[config.mk]
export PLATFORM = sky130hd
export DESIGN_NAME = ring_out_arbiter_flat
export DESIGN_NICKNAME = d
export VERILOG_FILES = /design/src/rtl/ring_out_arbiter_if.sv /design/src/rtl/ring_out_arbiter.sv /design/src/flat_wrapper.sv
export SDC_FILE = /design/constraint.sdc
export NUM_CORES = 1
export LEC_CHECK = 0
export ABC_CLOCK_PERIOD_IN_PS = 4300
export BUFFER_PORTS_ARGS = -buffer_cell sky130_fd_sc_hd__buf_4
export CORE_UTILIZATION = 47
export CTS_CLUSTER_SIZE = 16
export DETAILED_ROUTE_END_ITERATION = 7
export GPL_ROUTABILITY_DRIVEN = 0
export PLACE_DENSITY = 0.78
export SKIP_CTS_REPAIR_TIMING = 1
export SYNTH_ARGS = -nofsm -noshare
export SYNTH_HDL_FRONTEND = slang
export SYNTH_SLANG_ARGS = --single-unit
[constraint.sdc]
create_clock -name clk -period 4.3 [get_ports clk]
set_clock_uncertainty 0.05 [all_clocks]
set_input_delay 0.645 -clock clk [delete_from_list [all_inputs] [get_ports clk]]
set_output_delay 0.645 -clock clk [all_outputs]
set_load 0.005 [all_outputs]
[src/rtl/ring_out_arbiter_if.sv]
// Link-side and requester-side signals of one ring output arbiter.
// Grant counters exist only when ARB_STATS_EN is defined.
interface ring_out_arbiter_if #(
    parameter int DW = 64
`ifdef ARB_STATS_EN
    , parameter int CNT_W = 16
`endif
);
    logic          polarity;
    logic          cw_req;
    logic [DW-1:0] cw_di;
    logic          cw_gnt;
    logic          ccw_req;
    logic [DW-1:0] ccw_di;
    logic          ccw_gnt;
    logic          pe_req;
    logic [DW-1:0] pe_di;
    logic          pe_gnt;
    logic          so;
    logic          ro;
    logic [DW-1:0] dout;
`ifdef ARB_STATS_EN
    logic [CNT_W-1:0] gnt_cnt_cw;
    logic [CNT_W-1:0] gnt_cnt_ccw;
    logic [CNT_W-1:0] gnt_cnt_pe;
`endif

    // Requesters and downstream link side
    modport master (
        output polarity, cw_req, cw_di, ccw_req, ccw_di, pe_req, pe_di, ro,
        input  cw_gnt, ccw_gnt, pe_gnt, so, dout
`ifdef ARB_STATS_EN
        , input gnt_cnt_cw, gnt_cnt_ccw, gnt_cnt_pe
`endif
    );

    // Arbiter side
    modport slave (
        input  polarity, cw_req, cw_di, ccw_req, ccw_di, pe_req, pe_di, ro,
        output cw_gnt, ccw_gnt, pe_gnt, so, dout
`ifdef ARB_STATS_EN
        , output gnt_cnt_cw, gnt_cnt_ccw, gnt_cnt_pe
`endif
    );
endinterface

[src/rtl/ring_out_arbiter.sv]
// Ring router output-link arbiter: per-VC round-robin among cw/ccw/pe, VCs interleaved
// by polarity. Optional saturating grant counters enabled by ARB_STATS_EN.
module ring_out_arbiter #(
    parameter int DW     = 64,
    parameter int VC_BIT = 63
`ifdef ARB_STATS_EN
    , parameter int CNT_W = 16
`endif
) (
    input logic clk,
    input logic reset,
    ring_out_arbiter_if.slave bus
);
    logic                 p, q;
    logic [2:0]           req, elig, gnt;
    logic [2:0][DW-1:0]   di;
    logic [1:0]           valid;
    logic [1:0][DW-1:0]   obuf;
    logic [1:0][1:0]      ptr;
    logic                 any;
    logic [1:0]           win, nxt;

    function automatic logic [1:0] wrap3(input logic [2:0] x);
        return (x >= 3'd3) ? 2'(x - 3'd3) : x[1:0];
    endfunction

    // Link drains the VC named by polarity; arbitration fills the other one.
    assign p   = bus.polarity;
    assign q   = ~bus.polarity;
    assign req = {bus.pe_req, bus.ccw_req, bus.cw_req};
    assign di  = {bus.pe_di, bus.ccw_di, bus.cw_di};

    generate
        for (genvar i = 0; i < 3; i++) begin : g_req
            assign elig[i] = req[i] && (di[i][VC_BIT] == q) && !valid[q] && !reset;
        end
    endgenerate

    always_comb begin
        any = 1'b0;
        win = 2'd0;
        for (int k = 0; k < 3; k++) begin
            if (!any && elig[wrap3({1'b0, ptr[q]} + 3'(k))]) begin
                any = 1'b1;
                win = wrap3({1'b0, ptr[q]} + 3'(k));
            end
        end
        nxt = wrap3({1'b0, win} + 3'd1);
        gnt = any ? (3'b001 << win) : 3'b000;
    end

    always_ff @(posedge clk or posedge reset) begin
        if (reset) begin
            valid <= '0;
            obuf  <= '0;
            ptr   <= '0;
        end else begin
            if (valid[p] && bus.ro) valid[p] <= 1'b0;
            if (any) begin
                obuf[q]  <= di[win];
                valid[q] <= 1'b1;
                ptr[q]   <= nxt;
            end
        end
    end

    assign bus.cw_gnt  = gnt[0];
    assign bus.ccw_gnt = gnt[1];
    assign bus.pe_gnt  = gnt[2];
    assign bus.so      = valid[p];
    assign bus.dout    = valid[p] ? obuf[p] : '0;

`ifdef ARB_STATS_EN
    logic [2:0][CNT_W-1:0] cnt;

    generate
        for (genvar i = 0; i < 3; i++) begin : g_cnt
            always_ff @(posedge clk or posedge reset) begin
                if (reset)                      cnt[i] <= '0;
                else if (gnt[i] && ~&cnt[i])    cnt[i] <= cnt[i] + 1'b1;
            end
        end
    endgenerate

    assign bus.gnt_cnt_cw  = cnt[0];
    assign bus.gnt_cnt_ccw = cnt[1];
    assign bus.gnt_cnt_pe  = cnt[2];
`endif
endmodule

[src/flat_wrapper.sv]
// flat-port wrapper written by rule: the top's interface ports become plain ports
module ring_out_arbiter_flat 
#(
    parameter int DW     = 64,
    parameter int VC_BIT = 63

)
  (clk, reset, bus_polarity, bus_cw_req, bus_cw_di, bus_ccw_req, bus_ccw_di, bus_pe_req, bus_pe_di, bus_ro, bus_cw_gnt, bus_ccw_gnt, bus_pe_gnt, bus_so, bus_dout);
  ring_out_arbiter_if #(.DW(DW)) bus_i ();
  input logic clk;
  input logic reset;
  input wire logic [$bits(bus_i.polarity)-1:0] bus_polarity;
  input wire logic [$bits(bus_i.cw_req)-1:0] bus_cw_req;
  input wire logic [$bits(bus_i.cw_di)-1:0] bus_cw_di;
  input wire logic [$bits(bus_i.ccw_req)-1:0] bus_ccw_req;
  input wire logic [$bits(bus_i.ccw_di)-1:0] bus_ccw_di;
  input wire logic [$bits(bus_i.pe_req)-1:0] bus_pe_req;
  input wire logic [$bits(bus_i.pe_di)-1:0] bus_pe_di;
  input wire logic [$bits(bus_i.ro)-1:0] bus_ro;
  output wire logic [$bits(bus_i.cw_gnt)-1:0] bus_cw_gnt;
  output wire logic [$bits(bus_i.ccw_gnt)-1:0] bus_ccw_gnt;
  output wire logic [$bits(bus_i.pe_gnt)-1:0] bus_pe_gnt;
  output wire logic [$bits(bus_i.so)-1:0] bus_so;
  output wire logic [$bits(bus_i.dout)-1:0] bus_dout;
  assign bus_i.polarity = bus_polarity;
  assign bus_i.cw_req = bus_cw_req;
  assign bus_i.cw_di = bus_cw_di;
  assign bus_i.ccw_req = bus_ccw_req;
  assign bus_i.ccw_di = bus_ccw_di;
  assign bus_i.pe_req = bus_pe_req;
  assign bus_i.pe_di = bus_pe_di;
  assign bus_i.ro = bus_ro;
  assign bus_cw_gnt = bus_i.cw_gnt;
  assign bus_ccw_gnt = bus_i.ccw_gnt;
  assign bus_pe_gnt = bus_i.pe_gnt;
  assign bus_so = bus_i.so;
  assign bus_dout = bus_i.dout;
  ring_out_arbiter #(.DW(DW), .VC_BIT(VC_BIT)) u_core (.clk(clk), .reset(reset), .bus(bus_i));
endmodule
==> results.yml <==
outcome:
  status: "completed"
logic_synthesis:
  synthCells: 840
  post_synth.cell_area_avg_sq_um: 9.84
  ys.warnings.count: 0
  yosys_register_bits: 134
  yosysUniqueCellTypes: 40
  synth_nets: 1042
  ys_async_sr_fraction_pct: 100
  synth-main-ff-cell: "dfrtp_1"
  synth_edf_count: 0
  syn_area_sq_um: 8270
  synth_sequential_area_ratio_pct: 40.6
worst_hold_path:
  worst_hold_path_type: "in2async"
timing:
  worstMarginPinSlew_ns: 0.812
  final_min_period_over_clock_period_pct: 86.5
  timing.max_slew.rel_slack_pct: 45.9
  finalSetupViolCount: 0
  grt_setup_unrepaired: "false"
  hold_slack_ns: 0.277
  finalHoldViolCount: 0
  fin_crit_ns: 3.72
  timing.final.max_slew_violations: 0
  final.setup.tns_ns: 0
  maxClockFrequency_ghz: 0.269
clocking:
  clock-sinks: 134
  tritoncts.num_buffers: 17
  clock_tree_from_tritoncts: "done"
  worst_skew_pair_latency_ns: 0.41
  clk_pin_slew_worst_paths_ns: 0.06
  cts_htree_levels: 4
  ctsRootBufferMaster: "clkbuf_16"
  clock_tree.buffer_depth: 2
global_route:
  grt_start_max_net_pins: 78
  globalRouteMet2Util_pct: 40.8
  most_used_layer_global_route: "met2"
  global_route_wire_length_before_repair_mm: 34.8
  grt_pass1_vias: 7036
  globalRoute.totalOverflow: 0
  grt_util_met3_pct: 5.59
  grt_antenna_before_repair: 0
  globalRouteTotalUtil_pct: 24.4
  met1_demand_to_capacity_share_in_global_routing_pct: 30.9
die:
  die_h_microns: 135
  dieArea_sq_um: 18100
  chipWidth_microns: 135
  starting_density_pct: 48.0
  fp-row-count: 48
  pin_count: 267
  core_area_sq_um: 17200
critical_path:
  critical_path.top_delay_family: "simple AND/OR/NAND/NOR gates"
  critical-path-top-cell-by-count: "nor3_1"
  critical_path.slowest_cell: "nor3_1"
  critical_path.max_stage_delay_ns: 0.55
  worst_setup_ep_type: "primary output"
  worst_path_arrival_time_ns: 3.02
  worst_path_required_ns: 3.61
  path_max_fanout: 11
  critPathBufInv: 3
  critical_path_class: "in2out"
  startpoint_type_of_the_worst_setup_path: "input port"
  cp_cell_sequence: "buf_4 -> mux2i_1 -> inv_1 -> ha_1 -> nor3_1 -> a211oi_1 -> nor3_1 -> nor3_1 -> and2_1 -> buf_4"
cells_and_area:
  antenna_cells_inserted: 0
  final_cell_count_no_fill: 1302
  commonest_cells_after_routing_fill_and_taps_aside: "buf_4 (277), dfrtp_1 (134), nor2b_1 (127)"
  syn_to_final_growth_pct: 32.9
  layout-drive-gt1-share_pct: 31.5
  layout.nets: 1266
  final_common_cell: "buf_4"
drt:
  detailed_route_vias_per_instance: 5.49
  route.final.wire_length_mm: 21.7
  vias: 7143
  route.detailed.drc: 0
  wl_per_cell_microns: 16.7
  detailedRoute.firstIterationViolations: 327
  ant_nets: 0
  drt-pass1-iter-count: 4
placement:
  dp_hpwl_mm: 14.2
  io_buffer_count: 266
  post-place-cells: 1270
pwr:
  p_leak_nw: 5.58
  vdd_ir_drop_max_mv: 0.273
  p_per_area_nw_per_um2: 555
flow_run:
  max-cap-violations: 0
-- area by class of cell --
type / instances / area [sq um]
fill: 1471 / 6250
timing repair buffer: 281 / 2160
multi-input combinational: 623 / 4560
clock inverter: 13 / 156
sequential: 134 / 3350
tap: 225 / 282
inverter: 7 / 31.3
clock buffer: 19 / 443
-- cells in the mapped netlist (all sizes together), types with 5 or more instances --
cell	n	area (sq um)
and3	64	400
mux2i	67	671
or3b	6	55.1
a211oi	5	50.1
a31o	126	1100
nor2	65	244
nand2	5	18.8
nand2b	66	413
a211o	63	552
inv	7	26.3
nor2b	127	795
clkbuf	47	179
buf	29	188
dfrtp	134	3350
-- per-layer routing --
layer | vias up | wire length (microns)
li1 | 3475 | -
met2 | 211 | 10400
met4 | 0 | 386
met3 | 25 | 1300
met1 | 3432 | 9540
met5 | - | 0
-- per-stage QoR --
stage                     util (%)  area (sq um)  worst slack, ns  power [W]
final                         63.7         11000            0.581    0.00610
after global routing          63.7         11000            0.346    0.00651
after CTS                     63.7         11000            0.574    0.00614
after detailed placement      60.3         10400            0.576    0.00464
after global placement        60.3         10400            0.642    0.00458
after floorplan                  -          8270           0.0222    0.00382
-- state kept, by name, indices dropped and copies added (netlist names) --
signal	flops
u_core.obuf	128
u_core.ptr	4
u_core.valid	2
-- path summary, 6_finish.rpt --
| path | start | to | slack (ns) | cells past startpoint |
|---|---|---|---|---|
| worst min-delay path | reset | u_core.obuf[9]$_DFFE_PP0P_ | 0.28 | 2 |
| worst min register to register | u_core.obuf[127]$_DFFE_PP0P_ | u_core.obuf[127]$_DFFE_PP0P_ | 0.42 | 1 |
| min in group clk | bus_ccw_di[63] | u_core.ptr[1]$_DFFE_PP0P_ | 0.37 | 2 |
| worst max register to register | u_core.ptr[1]$_DFFE_PP0P_ | u_core.obuf[83]$_DFFE_PP0P_ | 1.26 | 10 |
| max in group asynchronous | reset | u_core.obuf[42]$_DFFE_PP0P_ | 3.03 | 3 |
| worst max-delay path | bus_polarity | bus_pe_gnt | 0.58 | 10 |
-- kinds of logic (layout without fill, tap and decap cells) --
group           after synthesis  after routing  share of synthesized area [%]
mux                          69             69                           8.38
flops                       134            134                           40.6
fa+ha+maj                     3              3                          0.454
buf+inv                      83            320                           4.75
simple gates                346            346                           24.2
compound gates              205            205                           21.6
-- worst reg2reg max path, delay by kind of cell (launching register included) --
family	cells	cell delay, ns
AO/OA/AOI/OAI	3	0.55
multiplexers	1	0.19
buffers and inverters	3	0.70
AND/OR/NAND/NOR	2	0.79
adder cells (fa/ha/maj)	1	0.32
flip-flops	1	0.39
-- where the power goes --
part	internal [W]	total (W)	leakage (nW)	switching, W
combinational	0.00134	0.00255	3.62	0.00122
sequential	0.00182	0.00208	1.68	0.000253
clock	0.000922	0.00147	0.281	0.000545
total	0.00408	0.00610	5.58	0.00202
No activity file was read; power rests on OpenSTA's default activity.
